File: src/rtl/bus_rr_xbar.sv
// bus_rr_xbar: shared-issue-slot crossbar from NrHosts hosts to NrDevices
// memory-mapped devices. Arbitration is round-robin. A FIFO of host ids per
// device routes each response back to the host that issued it. Addresses
// that match no device go to an internal error target. The error target
// answers one cycle after the grant with err=1.
module bus_rr_xbar #(
    parameter int unsigned NrHosts        = 2,
    parameter int unsigned NrDevices      = 3,
    parameter int unsigned DataWidth      = 32,
    parameter int unsigned AddressWidth   = 32,
    parameter int unsigned MaxOutstanding = 2
) (
    input  logic                      clk_i,
    input  logic                      rst_ni,

    input  logic [NrHosts-1:0]        host_req_i,
    output logic [NrHosts-1:0]        host_gnt_o,
    input  logic [AddressWidth-1:0]   host_addr_i  [NrHosts],
    input  logic [NrHosts-1:0]        host_we_i,
    input  logic [DataWidth/8-1:0]    host_be_i    [NrHosts],
    input  logic [DataWidth-1:0]      host_wdata_i [NrHosts],
    output logic [NrHosts-1:0]        host_rvalid_o,
    output logic [DataWidth-1:0]      host_rdata_o [NrHosts],
    output logic [NrHosts-1:0]        host_err_o,

    output logic [NrDevices-1:0]      device_req_o,
    output logic [AddressWidth-1:0]   device_addr_o  [NrDevices],
    output logic [NrDevices-1:0]      device_we_o,
    output logic [DataWidth/8-1:0]    device_be_o    [NrDevices],
    output logic [DataWidth-1:0]      device_wdata_o [NrDevices],
    input  logic [NrDevices-1:0]      device_rvalid_i,
    input  logic [DataWidth-1:0]      device_rdata_i [NrDevices],
    input  logic [NrDevices-1:0]      device_err_i,

    input  logic [AddressWidth-1:0]   cfg_device_addr_base [NrDevices],
    input  logic [AddressWidth-1:0]   cfg_device_addr_mask [NrDevices]
);

    localparam int unsigned HostW = (NrHosts > 1) ? $clog2(NrHosts) : 1;
    localparam int unsigned TgtW  = $clog2(NrDevices + 1);
    localparam int unsigned CntW  = $clog2(MaxOutstanding + 1);
    localparam int unsigned PtrW  = (MaxOutstanding > 1) ? $clog2(MaxOutstanding) : 1;

    typedef logic [HostW-1:0] host_id_t;
    typedef logic [TgtW-1:0]  tgt_t;
    typedef logic [CntW-1:0]  cnt_t;
    typedef logic [PtrW-1:0]  ptr_t;

    // The error target uses the index just past the last real device.
    localparam tgt_t TgtErr = tgt_t'(NrDevices);
    localparam cnt_t CntMax = cnt_t'(MaxOutstanding);

    // Registered state and its next-state values.
    host_id_t rr_q, rr_d;
    cnt_t     out_cnt_q  [NrHosts];
    cnt_t     out_cnt_d  [NrHosts];
    tgt_t     last_tgt_q [NrHosts];
    tgt_t     last_tgt_d [NrHosts];
    host_id_t fifo_mem_q [NrDevices][MaxOutstanding];
    host_id_t fifo_mem_d [NrDevices][MaxOutstanding];
    ptr_t     fifo_wptr_q [NrDevices];
    ptr_t     fifo_wptr_d [NrDevices];
    ptr_t     fifo_rptr_q [NrDevices];
    ptr_t     fifo_rptr_d [NrDevices];
    cnt_t     fifo_cnt_q  [NrDevices];
    cnt_t     fifo_cnt_d  [NrDevices];
    logic     err_valid_q, err_valid_d;
    host_id_t err_host_q,  err_host_d;

    // Combinational signals.
    tgt_t             tgt [NrHosts];
    logic [NrHosts-1:0] eligible;
    logic             gnt_valid;
    host_id_t         gnt_host;
    tgt_t             gnt_tgt;
    logic [NrDevices-1:0] push;
    logic [NrDevices-1:0] pop;
    host_id_t         head [NrDevices];
    logic [NrHosts-1:0] resp_dup;

    function automatic ptr_t next_ptr(input ptr_t p);
        return (p == ptr_t'(MaxOutstanding - 1)) ? '0 : p + 1'b1;
    endfunction

    // Decode each host address. The loop runs downward so that the lowest matching index wins.
    always_comb begin
        for (int h = 0; h < NrHosts; h++) begin
            tgt[h] = TgtErr;
            for (int d = NrDevices - 1; d >= 0; d--) begin
                if ((host_addr_i[h] & cfg_device_addr_mask[d]) == cfg_device_addr_base[d]) begin
                    tgt[h] = tgt_t'(d);
                end
            end
        end
    end

    // Eligibility: below the outstanding limit, same target as the requests still pending, and target FIFO has room.
    always_comb begin
        logic tgt_full;
        tgt_full = 1'b0;
        for (int h = 0; h < NrHosts; h++) begin
            tgt_full = 1'b0;
            for (int d = 0; d < NrDevices; d++) begin
                if ((tgt[h] == tgt_t'(d)) && (fifo_cnt_q[d] == CntMax)) tgt_full = 1'b1;
            end
            eligible[h] = rst_ni && host_req_i[h] && (out_cnt_q[h] < CntMax) &&
                          ((out_cnt_q[h] == '0) || (tgt[h] == last_tgt_q[h])) && !tgt_full;
        end
    end

    // Round-robin pick starting at the pointer, then drive the grant and device payload.
    always_comb begin
        int idx;
        idx       = 0;
        gnt_valid = 1'b0;
        gnt_host  = '0;
        for (int i = 0; i < NrHosts; i++) begin
            idx = int'(rr_q) + i;
            if (idx >= int'(NrHosts)) idx = idx - int'(NrHosts);
            if (!gnt_valid && eligible[idx]) begin
                gnt_valid = 1'b1;
                gnt_host  = host_id_t'(idx);
            end
        end
        gnt_tgt    = gnt_valid ? tgt[gnt_host] : TgtErr;
        host_gnt_o = '0;
        if (gnt_valid) host_gnt_o[gnt_host] = 1'b1;
        rr_d = rr_q;
        if (gnt_valid) rr_d = (gnt_host == host_id_t'(NrHosts - 1)) ? '0 : gnt_host + 1'b1;
        device_we_o = '0;
        for (int d = 0; d < NrDevices; d++) begin
            device_req_o[d]   = gnt_valid && (gnt_tgt == tgt_t'(d));
            push[d]           = device_req_o[d];
            device_addr_o[d]  = '0;
            device_be_o[d]    = '0;
            device_wdata_o[d] = '0;
            if (gnt_valid) begin
                device_addr_o[d]  = host_addr_i[gnt_host];
                device_we_o[d]    = host_we_i[gnt_host];
                device_be_o[d]    = host_be_i[gnt_host];
                device_wdata_o[d] = host_wdata_i[gnt_host];
            end
        end
    end

    // Route device and error-target responses back to their hosts with no added latency.
    always_comb begin
        host_rvalid_o = '0;
        host_err_o    = '0;
        resp_dup      = '0;
        for (int h = 0; h < NrHosts; h++) host_rdata_o[h] = '0;
        for (int d = 0; d < NrDevices; d++) begin
            pop[d]  = device_rvalid_i[d] && (fifo_cnt_q[d] != '0);
            head[d] = fifo_mem_q[d][fifo_rptr_q[d]];
            if (pop[d]) begin
                for (int h = 0; h < NrHosts; h++) begin
                    if (head[d] == host_id_t'(h)) begin
                        if (host_rvalid_o[h]) resp_dup[h] = 1'b1;
                        host_rvalid_o[h] = 1'b1;
                        host_rdata_o[h]  = device_rdata_i[d];
                        host_err_o[h]    = device_err_i[d];
                    end
                end
            end
        end
        if (err_valid_q) begin
            for (int h = 0; h < NrHosts; h++) begin
                if (err_host_q == host_id_t'(h)) begin
                    if (host_rvalid_o[h]) resp_dup[h] = 1'b1;
                    host_rvalid_o[h] = 1'b1;
                    host_rdata_o[h]  = '0;
                    host_err_o[h]    = 1'b1;
                end
            end
        end
    end

    // Update outstanding counters, last targets, the response FIFOs and the error-target slot.
    always_comb begin
        for (int h = 0; h < NrHosts; h++) begin
            logic inc;
            inc           = gnt_valid && (gnt_host == host_id_t'(h));
            out_cnt_d[h]  = out_cnt_q[h];
            last_tgt_d[h] = last_tgt_q[h];
            if (inc && !host_rvalid_o[h]) out_cnt_d[h] = out_cnt_q[h] + 1'b1;
            if (!inc && host_rvalid_o[h]) out_cnt_d[h] = out_cnt_q[h] - 1'b1;
            if (inc) last_tgt_d[h] = gnt_tgt;
        end
        fifo_mem_d = fifo_mem_q;
        for (int d = 0; d < NrDevices; d++) begin
            fifo_wptr_d[d] = fifo_wptr_q[d];
            fifo_rptr_d[d] = fifo_rptr_q[d];
            fifo_cnt_d[d]  = fifo_cnt_q[d];
            if (push[d]) begin
                fifo_mem_d[d][fifo_wptr_q[d]] = gnt_host;
                fifo_wptr_d[d] = next_ptr(fifo_wptr_q[d]);
            end
            if (pop[d]) fifo_rptr_d[d] = next_ptr(fifo_rptr_q[d]);
            if (push[d] && !pop[d]) fifo_cnt_d[d] = fifo_cnt_q[d] + 1'b1;
            if (!push[d] && pop[d]) fifo_cnt_d[d] = fifo_cnt_q[d] - 1'b1;
        end
        err_valid_d = gnt_valid && (gnt_tgt == TgtErr);
        err_host_d  = err_valid_d ? gnt_host : '0;
    end

    // State registers, all cleared by the asynchronous reset.
    always_ff @(posedge clk_i or negedge rst_ni) begin
        if (!rst_ni) begin
            rr_q        <= '0;
            err_valid_q <= 1'b0;
            err_host_q  <= '0;
            for (int h = 0; h < NrHosts; h++) begin
                out_cnt_q[h]  <= '0;
                last_tgt_q[h] <= '0;
            end
            for (int d = 0; d < NrDevices; d++) begin
                fifo_wptr_q[d] <= '0;
                fifo_rptr_q[d] <= '0;
                fifo_cnt_q[d]  <= '0;
                for (int s = 0; s < MaxOutstanding; s++) fifo_mem_q[d][s] <= '0;
            end
        end else begin
            rr_q        <= rr_d;
            err_valid_q <= err_valid_d;
            err_host_q  <= err_host_d;
            out_cnt_q   <= out_cnt_d;
            last_tgt_q  <= last_tgt_d;
            fifo_wptr_q <= fifo_wptr_d;
            fifo_rptr_q <= fifo_rptr_d;
            fifo_cnt_q  <= fifo_cnt_d;
            fifo_mem_q  <= fifo_mem_d;
        end
    end

    // Simulation checks for protocol violations that the logic cannot prevent.
    always @(posedge clk_i) begin
        if (rst_ni) begin
            for (int d = 0; d < NrDevices; d++) begin
                assert (!(device_rvalid_i[d] && (fifo_cnt_q[d] == '0)))
                    else $warning("bus_rr_xbar: response from device %0d with no request pending, dropped", d);
                assert (!(push[d] && (fifo_cnt_q[d] == CntMax) && !pop[d]))
                    else $error("bus_rr_xbar: push into full response FIFO %0d", d);
            end
            assert (resp_dup == '0)
                else $error("bus_rr_xbar: two responses to one host in a single cycle");
        end
    end

endmodule
File: config.mk
export PLATFORM = sky130hd
export DESIGN_NAME = bus_rr_xbar
export DESIGN_NICKNAME = d
export VERILOG_FILES = /design/src/rtl/bus_rr_xbar.sv
export SDC_FILE = /design/constraint.sdc
export NUM_CORES = 1
export LEC_CHECK = 0
export BUFFER_PORTS_ARGS = -buffer_cell sky130_fd_sc_hd__buf_2
export CAP_MARGIN = 20
export CORE_AREA = 5 5 274 276
export CTS_CLUSTER_SIZE = 24
export DETAILED_ROUTE_END_ITERATION = 10
export DIE_AREA = 0 0 279 281
export GPL_TIMING_DRIVEN = 1
export HOLD_SLACK_MARGIN = 0.05
export MAX_ROUTING_LAYER = met4
export SLEW_MARGIN = 15
export SYNTH_ARGS = -nofsm -noshare
export SYNTH_HDL_FRONTEND = slang
export SYNTH_SLANG_ARGS = --single-unit
File: constraint.sdc
create_clock -name clk_i -period 5.1 [get_ports clk_i]
set_clock_uncertainty 0.05 [all_clocks]
set_input_delay 1.02 -clock clk_i [delete_from_list [all_inputs] [get_ports clk_i]]
set_output_delay 1.02 -clock clk_i [all_outputs]
set_load 0.005 [all_outputs]
==> summary.txt <==
CTS
  – CTS sink count: 29
  – Worst-Skew Late Latency: roughly 0.28 ns
  – CTS clock-pin slew for the worst setup and hold paths: 0.05 ns
  – CTS tree: yes
  – Hold-fix buffers, CTS: 0
  – # H-tree levels: 2
  – CTS buffer count: 5
  – Longest Clk Path Bufs: 2
  – Clk root buf: clkbuf_16

Min path
  – Hold path start: fifo_mem_q[1]$_DFFE_PN0P_
  – Hold path depth: 1
  – Hold Path Sink: fifo_mem_q[1]$_DFFE_PN0P_
  – Worst min-delay path class: reg -> reg

Timing
  – Worst-margin pin slew: ~0.86 ns
  – Final WS setup: -0.194 ns
  – Fmax: 189 MHz
  – Max_slew headroom: 0.428
  – Endpoints failing hold: 0
  – Fin crit period: roughly 5.3 ns
  – Setup TNS: -19.16 ns
  – Tcrit/Tclk final: 1.04
  – RSZ-0062 raised after global routing: true
  – Final hold slack: 0.432 ns
  – Setup-violating endpoint count in the final report: 210
  – Pins over their slew limit: 0

Setup path
  – R2r endpoint: fifo_cnt_q[5]$_DFFE_PN0P_
  – Reg2reg setup slack: 1.97 ns
  – Reg2reg start: fifo_cnt_q[2]$_DFFE_PN0P_
  – Reg2reg path depth: 13
  – Setup CP Type: in -> out
  – CP max FO: 7
  – Worst path arrival time: 4.22 ns
  – Crit start category: primary input
  – Worst EP required: 4.03 ns
  – CP Capture Type: output port

Logic synthesis
  – Top cells by area, synth: buf_4, a211oi_1, dfrtp_1
  – Synth warn: 0
  – Largest family of logic cells by synthesized area: compound AO/OA/AOI/OAI gates
  – Post-synthesis compound-gate area fraction: 0.451
  – Synth Flop Type: dfrtp_1
  – Synthesis-stage register bit count: 29
  – Largest area contributor in the netlist: buf_4
  – Mapped Avg Cell Area: 7.20 µm²
  – Synth top cells by count: buf_4, a211oi_1, a21oi_1
  – Asr flop ratio synth: 1.00
  – Syn Inst Count: approximately 1200
  – Synth cell types: 56
  – Simple-Gate Fraction of Synth Area: 0.268
  – Post-synth EDFFs: 0
  – Area share of fa/ha/maj cells after synthesis: 0.00755
  – Yosys top cell area share: 0.125
  – Post-synthesis mux area share: 0.00906
  – Most frequent cell after synthesis: buf_4
  – Register area share after synthesis: 0.0876
  – XOR/XNOR Fraction of Synth Area: 0.0222
  – Post-Synthesis Net Count: 1591
  – Syn Std Cell Area: 0.00828 mm²

Job
  – Max-cap violation count: 0

Die
  – Total core area: 0.0723 mm²
  – Die area: 0.0784 mm²
  – FP Rows: 99
  – Starting Density: 0.115
  – Die width: 279 µm
  – Die height: 281 µm
  – IO Pins: roughly 700

Routing
  – Post-Route WL: 67.0 mm
  – Final ANT Viol Nets: 0
  – Vias: 12900
  – TritonRoute pass-1 iters: 6
  – DRC violations left: 0
  – DR WL/cell: approximately 23 µm
  – 1st-iter DRT viols: 935
  – DR vias/cell: 4.46

Power
  – Leakage: 8.08 nW
  – Tot Pwr: 2.69 mW
  – Worst IR Drop VDD: 0.132 mV
  – Cell Pwr Density: 177 mW/mm²

Placed design
  – Hpwl dp: approximately 57 mm
  – Pre-CTS setup slack: -0.532 ns
  – Gpl congestion: 1.01
  – Number of port buffers: 715

Global route
  – Vias in the first global route: 12500
  – First-pass GRT wire length: 89.5 mm
  – Pin count of the biggest net entering global routing: 60
  – Total track usage: 0.160
  – Initial antenna violation count: 26
  – GR Overflow Total: 0

Layout
  – Layout area overhead: 83.6%
  – End-of-flow core utilization: 0.210
  – Final net count: 2354
  – Layout cell share with drive strength beyond 1: 0.549

Status
  – Failing checks: setup timing
  – Status: finished with violations
[area by class of cell]
| type | count | area, µm² |
|---|---|---|
| flip-flops and latches | 29 | 726 |
| multi-input cells | 921 | 6820 |
| inverters | 12 | 47.5 |
| repair buffers | 944 | 6220 |
| diodes | 16 | 40.0 |
| clock inverters | 1 | 5.00 |
| fillers | 8166 | 57100 |
| clock buffers | 7 | 153 |
| well taps | 959 | 1200 |
[power by group]
part	total (mW)	switching [mW]	internal, mW
clock network	0.309	0.103	0.206
logic	2.07	1.00	1.07
registers	0.303	0.0366	0.267
[worst max-delay path, cell delays in order]
cell	delay, ns
buf_2	0.13
a21o_1	0.16
a211oi_2	0.24
buf_4	0.17
nand4_1	0.22
or4_4	0.63
nand4_1	0.13
nand4_1	0.16
buf_4	0.18
a311oi_4	0.32
buf_6	0.17
buf_12	0.12
buf_12	0.15
buf_12	0.12
a22o_1	0.16
buf_2	0.13
[sequential cells by signal (all words and copies together) (netlist names)]
name and cells:
fifo_wptr_q 3, out_cnt_q 4, last_tgt_q 4, fifo_cnt_q 6
err_host_q 1, fifo_rptr_q 3, err_valid_q 1, fifo_mem_q 6
rr_q 1
[metrics by stage]
step	instances	area, µm²
finish	2889	15200
global route	2887	15200
CTS	2868	14700
detailed placement	2837	13500
global placement	2837	13500
floorplan	1150	8280
[placed cells by master (no fill, tap or decap), types with 7 or more instances in the layout]
master      n
a211oi_1   96
a211oi_2   15
a21boi_0   47
a21o_1     48
a21oi_1    98
a22o_1     26
a22o_4     36
a22oi_1    66
and3_1     96
and3b_1    48
buf_12     17
buf_2     626
buf_4     197
buf_6      93
dfrtp_1    29
diode_2    16
inv_1       9
nand2_1    17
nand3_1    53
nand4_1    27
nor2_1     77
o21ai_0    11
o22a_1     48
xnor2_1    14
xor2_1      7
[worst max-delay path by stage]
stage               slack [ns]                 end                      from  cells past startpoint
floorplan                 0.43  device_wdata_o[34]           host_addr_i[28]                     12
global placement         -0.54  device_wdata_o[63]           host_addr_i[35]                     13
detailed placement       -0.53  device_wdata_o[90]           host_addr_i[43]                     14
CTS                      -0.18  device_wdata_o[34]  cfg_device_addr_mask[86]                     18
global route             -0.31  device_wdata_o[34]  cfg_device_addr_base[91]                     20
finish                   -0.19  device_wdata_o[34]           host_addr_i[46]                     16
[kinds of logic after synthesis]
| kind of cell | count (synthesis) |
|---|---|
| xor gates and xnor gates | 21 |
| adders and majority gates | 5 |
| DFF | 29 |
| AOI/OAI and AO/OA | 514 |
| buffers and inverters | 200 |
| muxes | 7 |
| and+or+nand+nor | 374 |
[layer usage]
metal	GRT usage	vias up	wire length (µm)
met5	-	-	0
met4	0.0569	0	2890
met3	0.0300	124	5110
met2	0.273	766	32000
met1	0.190	6044	27000
li1	-	5963	-
[timing repair]
action                                  4_1_cts  5_1_grt
gates cloned                                  6        1
resized for setup                           135       82
pin swaps                                    53       22
setup buffers                                22        6
endpoints found under the setup margin      212      212
No activity file was read; power rests on OpenSTA's default activity.
